`src/rtl/cdb_arbiter.sv`:
```
// rtl/cdb_arbiter.sv - round-robin arbiter sharing the common data bus between execution units
module cdb_arbiter #(
    parameter int N_SRC     = 3,
    parameter int PREG_W    = 7,
    parameter int XLEN      = 32,
    parameter int ROB_TAG_W = 6,
    parameter int SRC_W     = $clog2(N_SRC)
) (
    input  logic                        clk,
    input  logic                        rst,
    input  logic                        flush_i,
    input  logic [N_SRC-1:0]            req_valid_i,
    output logic [N_SRC-1:0]            req_ready_o,
    input  logic [N_SRC-1:0]            req_rd_used_i,
    input  logic [N_SRC*PREG_W-1:0]     req_tag_i,
    input  logic [N_SRC*XLEN-1:0]       req_data_i,
    input  logic [N_SRC*ROB_TAG_W-1:0]  req_rob_tag_i,
    output logic                        cdb_valid_o,
    output logic [PREG_W-1:0]           cdb_tag_o,
    output logic [XLEN-1:0]             cdb_data_o,
    output logic                        cpl_valid_o,
    output logic [ROB_TAG_W-1:0]        cpl_tag_o,
    output logic [SRC_W-1:0]            cpl_src_o
);

    logic [N_SRC-1:0]     hold_valid;
    logic [N_SRC-1:0]     hold_rd_used;
    logic [PREG_W-1:0]    hold_tag     [N_SRC];
    logic [XLEN-1:0]      hold_data    [N_SRC];
    logic [ROB_TAG_W-1:0] hold_rob_tag [N_SRC];

    logic [SRC_W-1:0]     rr_ptr;
    logic [SRC_W-1:0]     rr_next;
    logic [SRC_W-1:0]     grant_idx;
    logic                 grant_valid;
    logic [N_SRC-1:0]     grant;
    logic [N_SRC-1:0]     upper;
    logic [N_SRC-1:0]     fire;

    // Held entries at or above the round-robin pointer take precedence over wrapped ones.
    always_comb begin
        upper = '0;
        for (int i = 0; i < N_SRC; i++) begin
            upper[i] = hold_valid[i] && (SRC_W'(i) >= rr_ptr);
        end
    end

    always_comb begin
        grant_valid = |hold_valid;
        grant_idx   = '0;
        for (int i = N_SRC - 1; i >= 0; i--) begin
            if (hold_valid[i]) grant_idx = SRC_W'(i);
        end
        for (int i = N_SRC - 1; i >= 0; i--) begin
            if (upper[i]) grant_idx = SRC_W'(i);
        end
    end

    always_comb begin
        grant = '0;
        for (int i = 0; i < N_SRC; i++) begin
            grant[i] = grant_valid && (grant_idx == SRC_W'(i));
        end
    end

    assign rr_next     = (grant_idx == SRC_W'(N_SRC - 1)) ? '0 : grant_idx + 1'b1;
    // A draining entry frees its slot in the same cycle so a streaming unit never bubbles.
    assign req_ready_o = flush_i ? '0 : (~hold_valid | grant);
    assign fire        = req_valid_i & req_ready_o;

    always_ff @(posedge clk) begin
        if (rst) begin
            hold_valid  <= '0;
            rr_ptr      <= '0;
            cdb_valid_o <= 1'b0;
            cpl_valid_o <= 1'b0;
            cdb_tag_o   <= '0;
            cdb_data_o  <= '0;
            cpl_tag_o   <= '0;
            cpl_src_o   <= '0;
        end else if (flush_i) begin
            hold_valid  <= '0;
            cdb_valid_o <= 1'b0;
            cpl_valid_o <= 1'b0;
        end else begin
            cdb_valid_o <= grant_valid && hold_rd_used[grant_idx];
            cpl_valid_o <= grant_valid;
            if (grant_valid) begin
                rr_ptr     <= rr_next;
                cdb_tag_o  <= hold_tag[grant_idx];
                cdb_data_o <= hold_data[grant_idx];
                cpl_tag_o  <= hold_rob_tag[grant_idx];
                cpl_src_o  <= grant_idx;
            end
            hold_valid <= (hold_valid & ~grant) | fire;
        end
    end

    // Payload carries no reset; hold_valid alone qualifies it.
    always_ff @(posedge clk) begin
        for (int i = 0; i < N_SRC; i++) begin
            if (fire[i]) begin
                hold_rd_used[i] <= req_rd_used_i[i];
                hold_tag[i]     <= req_tag_i[i*PREG_W +: PREG_W];
                hold_data[i]    <= req_data_i[i*XLEN +: XLEN];
                hold_rob_tag[i] <= req_rob_tag_i[i*ROB_TAG_W +: ROB_TAG_W];
            end
        end
    end

endmodule

```
`config.mk`:
```
export PLATFORM = sky130hd
export DESIGN_NAME = cdb_arbiter
export DESIGN_NICKNAME = d
export VERILOG_FILES = /design/src/rtl/cdb_arbiter.sv
export SDC_FILE = /design/constraint.sdc
export NUM_CORES = 1
export LEC_CHECK = 0
export CAP_MARGIN = 15
export CORE_UTILIZATION = 43
export CTS_CLUSTER_SIZE = 10
export DETAILED_ROUTE_END_ITERATION = 7
export GPL_ROUTABILITY_DRIVEN = 1
export GPL_TIMING_DRIVEN = 0
export MAX_ROUTING_LAYER = met4
export PLACE_DENSITY = 0.78
export SYNTH_ARGS = -nofsm -noshare
export SYNTH_HDL_FRONTEND = slang
export SYNTH_SLANG_ARGS = --single-unit
export TNS_END_PERCENT = 1
```
`constraint.sdc`:
```
create_clock -name clk -period 6.4 [get_ports clk]
set_clock_uncertainty 0.05 [all_clocks]
set_input_delay 1.92 -clock clk [delete_from_list [all_inputs] [get_ports clk]]
set_output_delay 1.92 -clock clk [all_outputs]
set_load 0.01 [all_outputs]
```
==> reports/results.ini, run 1 <==
[clock_network]
cts_setup_buffers=0
cts_buffers=17
cts_tree=built
clkTransAtPathRegs_ps=60
cts_buffer_depth=2
hold_buffers=0
root_buffer=clkbuf_16
cts_resized=0
clkSinkCount=192
cts-htree-levels=4
clk_latency_ps=430

[global_route]
grt_pass1_wl_um=26800
track_usage_pct=23.1
grt_max_degree=32
antenna_found_initial=0
first_global_vias=5119
overflow=0

[yosys]
synth_cell_type_count=34
ys_seq_elements=192
syn_avg_cell_area_um2=14.0
synthCells=489
synth_nets=633
synth_top_area_share_pct=60.6
synth.top_cells.by_area=edfxtp_1 61%, dfxtp_1 16%, nand2_1 4.7%
async_flop_share_pct=0
synth_top_cell_by_area=edfxtp_1
synthesis.area_mm2=0.00683
ys_seq_area_share_pct=76.5
synth-edff-count=138
synth_flop_cell=edfxtp_1
yosysWarnings=0

[cells_and_area]
layout_common_cells=194 x clkdlybuf4s50_1, 138 x edfxtp_1, 86 x nand2_1
area_growth_pct=42.4
nFillCells=1148
final_cells=936
final_area_mm2=0.00973
final_common_cell=clkdlybuf4s50_1
diodes=0
drive_gt1_share_pct=8.55
finalNetCount=856

[timing]
finalSetupViolations=0
worstMarginPinSlew_ps=583
finalHoldViolCount=0
slew_headroom_pct=61.2
post-route-min-period_ps=5430
final.period_utilization_pct=84.8
final_max_slew_viol_count=0
rsz0062_at_grt=no
fmax_ghz=0.184

[pwr]
power_leakage_nw=3.30
power_density_mw_per_mm2=279
ir_worst_vdd_v=0.000219

[setup_path]
worst-endpoint-arrival_ps=3460
cp-end-kind=output pin
crit_start=flush_i
r2r-start=hold_valid[2]
required_ps=4430
worstSetupStartpointType=input port
cp_max_fo=10
crit_type=in2out

[placed_design]
dpl_cell_area_mm2=0.00918
port-buffer-count=194
place.gp.congestion=0.809
dp.cells=904
hpwlAfterDp_um=12600

[drt]
first_iter_violations=299
drt_wl_total_um=17800
ant_nets=0
drtPass1Iterations=5
via_per_inst=5.25
wl_per_cell_um=19.0
drc=0
vias=4911

[flow_run]
cap_violations=0

[floorplanning]
coreArea_mm2=0.0154
die_height_um=128
die_w_um=128
num_rows=45
initial_utilization_pct=44.5
io_pins=196
dieArea_mm2=0.0164

[outcome]
outcome=complete, no violations

[min_path]
hp-class=reg2reg
min_from=cpl_src_o[1]

cells in the mapped netlist (6+ instances only):
| cell type | n |
|---|---|
| a21oi_1 | 6 |
| a22oi_1 | 10 |
| a311oi_1 | 35 |
| a31oi_1 | 35 |
| buf_2 | 17 |
| clkbuf_1 | 15 |
| dfxtp_1 | 54 |
| edfxtp_1 | 138 |
| nand2_1 | 86 |
| nand3_1 | 11 |
| nor2_1 | 41 |
| o221ai_1 | 10 |
routing by layer:
| metal | vias up | part of all wire [%] | GRT usage (%) |
|---|---|---|---|
| li1 | 2302 | - | - |
| met1 | 2386 | 40 | 26.1 |
| met2 | 187 | 52 | 39.5 |
| met3 | 36 | 5.2 | 4.80 |
| met4 | 0 | 2.6 | 10.6 |
| met5 | - | 0 | - |
flip-flops by register name, indices dropped and copies added (netlist names):
signal and cells:
hold_data 96, cdb_data_o 32, hold_tag 21, hold_rob_tag 18, cdb_tag_o 7, cpl_tag_o 6
hold_rd_used 3, hold_valid 3, cpl_src_o 2, rr_ptr 2, cdb_valid_o 1, cpl_valid_o 1
path summary, 6_finish.rpt:
kind,end,slack (ps),depth (start not counted)
setup / recovery,req_ready_o[0],970,4
hold / removal,cpl_src_o[1],410,2
setup reg to reg,hold_data[1][5],3900,7
hold reg to reg,cpl_src_o[1],410,2
worst max-delay path, stage by stage:
cell,delay [ps]
clkdlybuf4s50_1,480
clkbuf_1,410
a21oi_1,110
clkdlybuf4s50_1,540
cell type report:
class	instances	area, um^2	share of cell area [%]
clock buffers	21	440	4.52
flip-flops and latches	192	5230	53.7
plain buffers	36	171	1.76
repair buffers	204	2070	21.2
well taps	211	264	2.71
multi-input cells	260	1450	14.8
clock inverters	11	118	1.21
inverters	1	3.75	0.0386
power breakdown:
part           internal, mW  total (mW)  switching [mW]
Combinational         0.153       0.277           0.123
Sequential             1.41        1.43          0.0257
Clock                 0.572        1.01           0.441
Total                  2.13        2.72           0.590
kinds of logic (layout without fill, tap and decap cells):
family          count (synthesis)  after routing  share of synthesized area (%)
flops                         192            192                           76.5
compound gates                106            106                           11.6
buf+inv                        37            273                           2.56
simple gates                  154            154                           9.34
metrics by stage:
| step | hold WS, ps | power [mW] | setup WS, ps | setup TNS [ps] | util [%] |
|---|---|---|---|---|---|
| after global placement | 396 | 1.72 | -2330 | -203490 | 58.8 |
| after global routing | 437 | 2.80 | 915 | 0 | 63.3 |
| final | 415 | 2.72 | 972 | 0 | 63.3 |
| after CTS | 422 | 2.74 | 977 | 0 | 63.3 |
| after floorplan | 396 | 1.55 | 276 | 0 | - |
| after detailed placement | 407 | 1.73 | 984 | 0 | 59.7 |
Note: power is estimated with default switching activity, not from simulation.
==> inputs of run 2 (changes only) <==
Settings changed: CORE_UTILIZATION 43 to 47, PLACE_DENSITY 0.78 to 0.81.
Clock period 6.4 ns to 5 ns, I/O delays scaled along.
==> run 2 against run 1 <==
Against the previous run: die area is 8.4% lower; total power is 33% higher; largest cell class unchanged; combinational power is 27% higher; sequential share of layout area is 0.096 points lower; final area is 0.18% higher; core utilization is 6.1 points higher; critical path depth stayed put.
==> reports/results.ini, run 2 (synthesis results as in run 1) <==
[placed_design]
dp_worst_setup_slack_ps=435  ; -548 ps
hpwlAfterDp_um=12400  ; -1.6%
port-buffer-count=194  ; unchanged
dpl_cell_area_mm2=0.00912  ; -0.59%
place.gp.congestion=0.836  ; +3.4%

[global_route]
grt_pass1_wl_um=26800  ; +0.10%
overflow=0  ; unchanged
first_global_vias=5207  ; +1.7%
grt_max_degree=27  ; -16%
antenna_found_initial=0  ; unchanged
track_usage_pct=25.4  ; +2.2 points

[drt]
drc=0  ; unchanged
first_iter_violations=384  ; +28%
drtPass1Iterations=5  ; unchanged
wl_per_cell_um=19.9  ; +4.6%
vias=4993  ; +1.7%
drt_wl_total_um=18000  ; +1.0%
via_per_inst=5.52  ; +5.3%
ant_nets=0  ; unchanged

[setup_path]
slowest_delay_ps=520  ; -20 ps
worst-endpoint-arrival_ps=3020  ; -440 ps
worstSetupStartpointType=input port
critPathTopFamily=buffers and inverters
cp-end-kind=output pin
worst_path_most_repeated_cell=clkdlybuf4s50_1
required_ps=3450  ; -980 ps
crit_type=in2out
crit_slowest_cell=clkdlybuf4s50_1
crit_buf_inv=3  ; unchanged
cp_max_fo=10  ; unchanged
cp_cell_sequence=clkdlybuf4s50_1 > clkbuf_1 > nor2_1 > clkdlybuf4s50_1

[clock_network]
cts_buffers=17  ; unchanged
cts-htree-levels=4  ; unchanged
cts_resized=0  ; unchanged
cts_tree=built
clkTransAtPathRegs_ps=70  ; about the same
cts_setup_buffers=0  ; unchanged
clkSinkCount=192  ; unchanged
hold_buffers=0  ; unchanged
root_buffer=clkbuf_16
clk_latency_ps=430  ; about the same
cts_buffer_depth=2  ; unchanged

[timing]
final_max_slew_viol_count=0  ; unchanged
finalHoldViolCount=0  ; unchanged
post-route-min-period_ps=4570
final.period_utilization_pct=91.4
holdWs_ps=433  ; +18.1 ps
fin_ws_ps=430  ; -541 ps
slew_headroom_pct=59.3  ; -1.9 points
fmax_ghz=0.219
rsz0062_at_grt=no
worstMarginPinSlew_ps=611  ; +28.2 ps
finalSetupViolations=0  ; unchanged

[cells_and_area]
final_core_util_pct=69.4  ; +6.1 points
drive_gt1_share_pct=9.12  ; +0.56 points
final_area_mm2=0.00975  ; +0.18%
largest_reg_flops=96  ; unchanged
final_common_cell=clkdlybuf4s50_1
layout_common_cells=194 x clkdlybuf4s50_1, 138 x edfxtp_1, 86 x nand2_1
diodes=0  ; unchanged
regMostFlops=hold_data
regArea_mm2=0.00523  ; unchanged
top_regs=hold_data (96), cdb_data_o (32), hold_tag (21)
area_growth_pct=42.7
finalNetCount=855  ; -0.12%
multi_input_comb_area_mm2=0.00145  ; unchanged
nFillCells=970  ; -16%

[floorplanning]
io_pins=196  ; unchanged
dieArea_mm2=0.0150  ; -8.4%
die_w_um=123  ; -4.3%
num_rows=43  ; -4.4%
die_height_um=123  ; -4.3%
initial_utilization_pct=48.7  ; +4.2 points
coreArea_mm2=0.0140  ; -8.6%

[pwr]
power_leakage_nw=3.33  ; +1.1%
ir_worst_vdd_v=0.000273  ; +25%
power_density_mw_per_mm2=371  ; +33%
finalPower_mw=3.62  ; +33%

[flow_run]
cap_violations=0  ; unchanged

[min_path]
hp-class=reg2reg

[outcome]
outcome=complete, no violations

[run 2: through the flow]
step / cells / TNS [ps]
6_report: 904 / 0
3_3_place_gp: 863 / -291710
4_1_cts: 904 / 0
2_1_floorplan: 489 / -64810
5_1_grt: 904 / 0
3_5_place_dp: 872 / 0
[run 2: area by class of cell]
class                   instances  area share [%]
clock inverters                12            1.77
clock buffers                  20            4.68
well taps                     180            2.31
inverters                       1          0.0385
flip-flops and latches        192            53.6
multi-input cells             260            14.8
plain buffers                  36            1.76
repair buffers                203            21.0
[run 2: path summary, 6_finish.rpt]
kind,cells after the start,endpoint,slack [ps],from
worst max-delay path,4,req_ready_o[1],430,flush_i
worst min-delay path,2,cpl_src_o[0],430,cpl_src_o[0]
worst max register to register,7,hold_data[1][7],2570,hold_valid[2]
worst min register to register,2,cpl_src_o[0],430,cpl_src_o[0]
[run 2: worst reg2reg max path, delay by kind of cell (launching register included)]
| kind | cells | cell delay [ps] |
|---|---|---|
| AO/OA/AOI/OAI | 2 | 450 |
| AND/OR/NAND/NOR | 2 | 550 |
| flip-flops | 1 | 370 |
| buffers and inverters | 3 | 720 |
[run 2: report_power, final]
part	switching (mW)	leakage, nW	internal, mW
registers	0.0335	1.73	1.80
logic	0.158	1.29	0.195
clock network	0.606	0.305	0.828
[run 2: metal layers]
| layer | vias up | wire [um] | part of all wire (%) | global-route usage (%) |
|---|---|---|---|---|
| li1 | 2304 | - | - | - |
| met1 | 2427 | 7140 | 40 | 29.5 |
| met2 | 233 | 9290 | 52 | 42.5 |
| met3 | 29 | 1230 | 6.9 | 5.39 |
| met4 | 0 | 298 | 1.7 | 10.9 |
| met5 | - | 0 | 0 | - |
==> inputs of run 3 (changes only) <==
Settings changed: CAP_MARGIN 15 to 0.
==> run 3 against run 2 <==
Against the previous run: sequential share of layout area up 0.20 points; core utilization decreased by 0.26 points; non-clock buffer count unchanged; die area is the same; worst setup slack better by 15 ps; hold slack worse by 3.6 ps; largest cell class unchanged; largest power group unchanged; highest routed layer unchanged.
==> reports/results.ini, run 3 (synthesis results as in run 1) <==
[outcome]
outcome=complete, no violations

[pwr]
ir_worst_vdd_v=0.000226  ; -17%
power_leakage_nw=3.31  ; -0.65%
power_density_mw_per_mm2=364  ; -1.8%

[setup_path]
cp_max_fo=10  ; unchanged
cp-end-kind=output pin
worst-endpoint-arrival_ps=3010  ; about the same
cp-endpoint=req_ready_o[0]
reg2reg_depth=7  ; unchanged
crit_start=flush_i
reg2reg_slack_ps=2580  ; about the same
worstSetupStartpointType=input port
r2r-start=hold_valid[2]
reg2reg_to=hold_rd_used[1]
crit_type=in2out
required_ps=3450  ; about the same

[global_route]
antenna_found_initial=0  ; unchanged
grt_pass1_wl_um=26300  ; -2.1%
grt_max_degree=27  ; unchanged
overflow=0  ; unchanged
first_global_vias=5141  ; -1.3%
track_usage_pct=24.7  ; -0.69 points

[timing]
worstMarginPinSlew_ps=630  ; +19.5 ps
fmax_ghz=0.220  ; +0.32%
rsz0062_at_grt=no
final.period_utilization_pct=91.1  ; -0.29 points
holdWs_ps=429  ; -3.63 ps
slew_headroom_pct=58.0  ; -1.3 points
setup_tns_ps=0  ; unchanged
final_max_slew_viol_count=0  ; unchanged
post-route-min-period_ps=4560  ; -14.7 ps
finalHoldViolCount=0  ; unchanged
finalSetupViolations=0  ; unchanged

[cells_and_area]
layout_common_cells=194 x clkdlybuf4s50_1, 138 x edfxtp_1, 86 x nand2_1
regMostFlops=hold_data
final_core_util_pct=69.2  ; -0.26 points
final_area_mm2=0.00972  ; -0.37%
diodes=0  ; unchanged
final_common_cell=clkdlybuf4s50_1
finalNetCount=855  ; unchanged
drive_gt1_share_pct=8.98  ; -0.14 points
top_regs=hold_data (96), cdb_data_o (32), hold_tag (21)
final_cells=904  ; unchanged
largest_reg_flops=96  ; unchanged
area_growth_pct=42.2

[drt]
wl_per_cell_um=19.4  ; -2.3%
drt_wl_total_um=17600  ; -2.3%
vias=5010  ; +0.34%
via_per_inst=5.54  ; +0.34%
drtPass1Iterations=4  ; -1
drc=0  ; unchanged
first_iter_violations=359  ; -6.5%
ant_nets=0  ; unchanged

[clock_network]
cts_buffers=17  ; unchanged
root_buffer=clkbuf_16
cts_setup_buffers=0  ; unchanged
cts-htree-levels=4  ; unchanged
cts_buffer_depth=2  ; unchanged
hold_buffers=0  ; unchanged
clk_latency_ps=430  ; about the same
clkSinkCount=192  ; unchanged
clkTransAtPathRegs_ps=70  ; about the same
cts_resized=0  ; unchanged
cts_tree=built

[floorplanning]
die_w_um=123  ; unchanged
num_rows=43  ; unchanged
initial_utilization_pct=48.7  ; unchanged
dieArea_mm2=0.0150  ; unchanged
die_height_um=123  ; unchanged
coreArea_mm2=0.0140  ; unchanged
io_pins=196  ; unchanged

[flow_run]
cap_violations=0  ; unchanged

[placed_design]
port-buffer-count=194  ; unchanged
dp.cells=872  ; unchanged
hpwlAfterDp_um=12400  ; +0.36%
place.gp.congestion=0.836  ; unchanged
dpl_cell_area_mm2=0.00912  ; unchanged

[min_path]
hp-class=reg2reg

==> run 3: changes by cell type in the layout (fill, tap and decap cells not counted) <==
cell	before	now
clkinv_4	4	1
bufinv_16	3	2
inv_6	2	1
clkinv_2	0	2
clkbuf_1	16	17
clkinvlp_4	1	3
==> run 3: worst max-delay path, cell delays in order <==
cell	delay, ps
clkdlybuf4s50_1	470
clkbuf_1	400
a21oi_1	100
clkdlybuf4s50_1	530
==> run 3: area by class of cell <==
type                       count  area (um^2)
inverter                       1         3.75
fill                         982         4330
multi-input combinational    260         1450
sequential                   192         5230
clock buffer                  21          460
clock inverter                11          133
timing repair buffer         203         2050
tap                          180          225
buffer                        36          171
==> run 3: metrics by stage <==
stage / setup WS, ps / total power [mW]
finish: 445 / 3.54
global route: 358 / 3.65
CTS: 441 / 3.56
detailed placement: 441 / 2.22
global placement: -3380 / 2.20
floorplan: -704 / 1.99
==> run 3: per-layer routing <==
| metal | GRT usage (%) | wire length (um) |
|---|---|---|
| met1 | 28.8 | 6840 |
| met2 | 40.3 | 8900 |
| met3 | 6.78 | 1470 |
| met4 | 9.91 | 350 |
| met5 | - | 0 |
==> run 3: worst min path at each step <==
stage	start	end	slack [ps]	depth (start not counted)
floorplan	hold_data[2][10]	cdb_data_o[10]	400	2
global placement	cpl_src_o[0]	cpl_src_o[0]	400	2
detailed placement	hold_data[2][8]	cdb_data_o[8]	410	2
CTS	hold_data[2][8]	cdb_data_o[8]	430	2
global route	hold_data[2][10]	cdb_data_o[10]	460	2
finish	hold_data[2][8]	cdb_data_o[8]	430	2
==> run 3: power breakdown <==
part	switching (mW)	leakage, nW	internal (mW)
Combinational	0.157	1.29	0.195
Clock	0.585	0.284	0.771
Sequential	0.0335	1.73	1.80
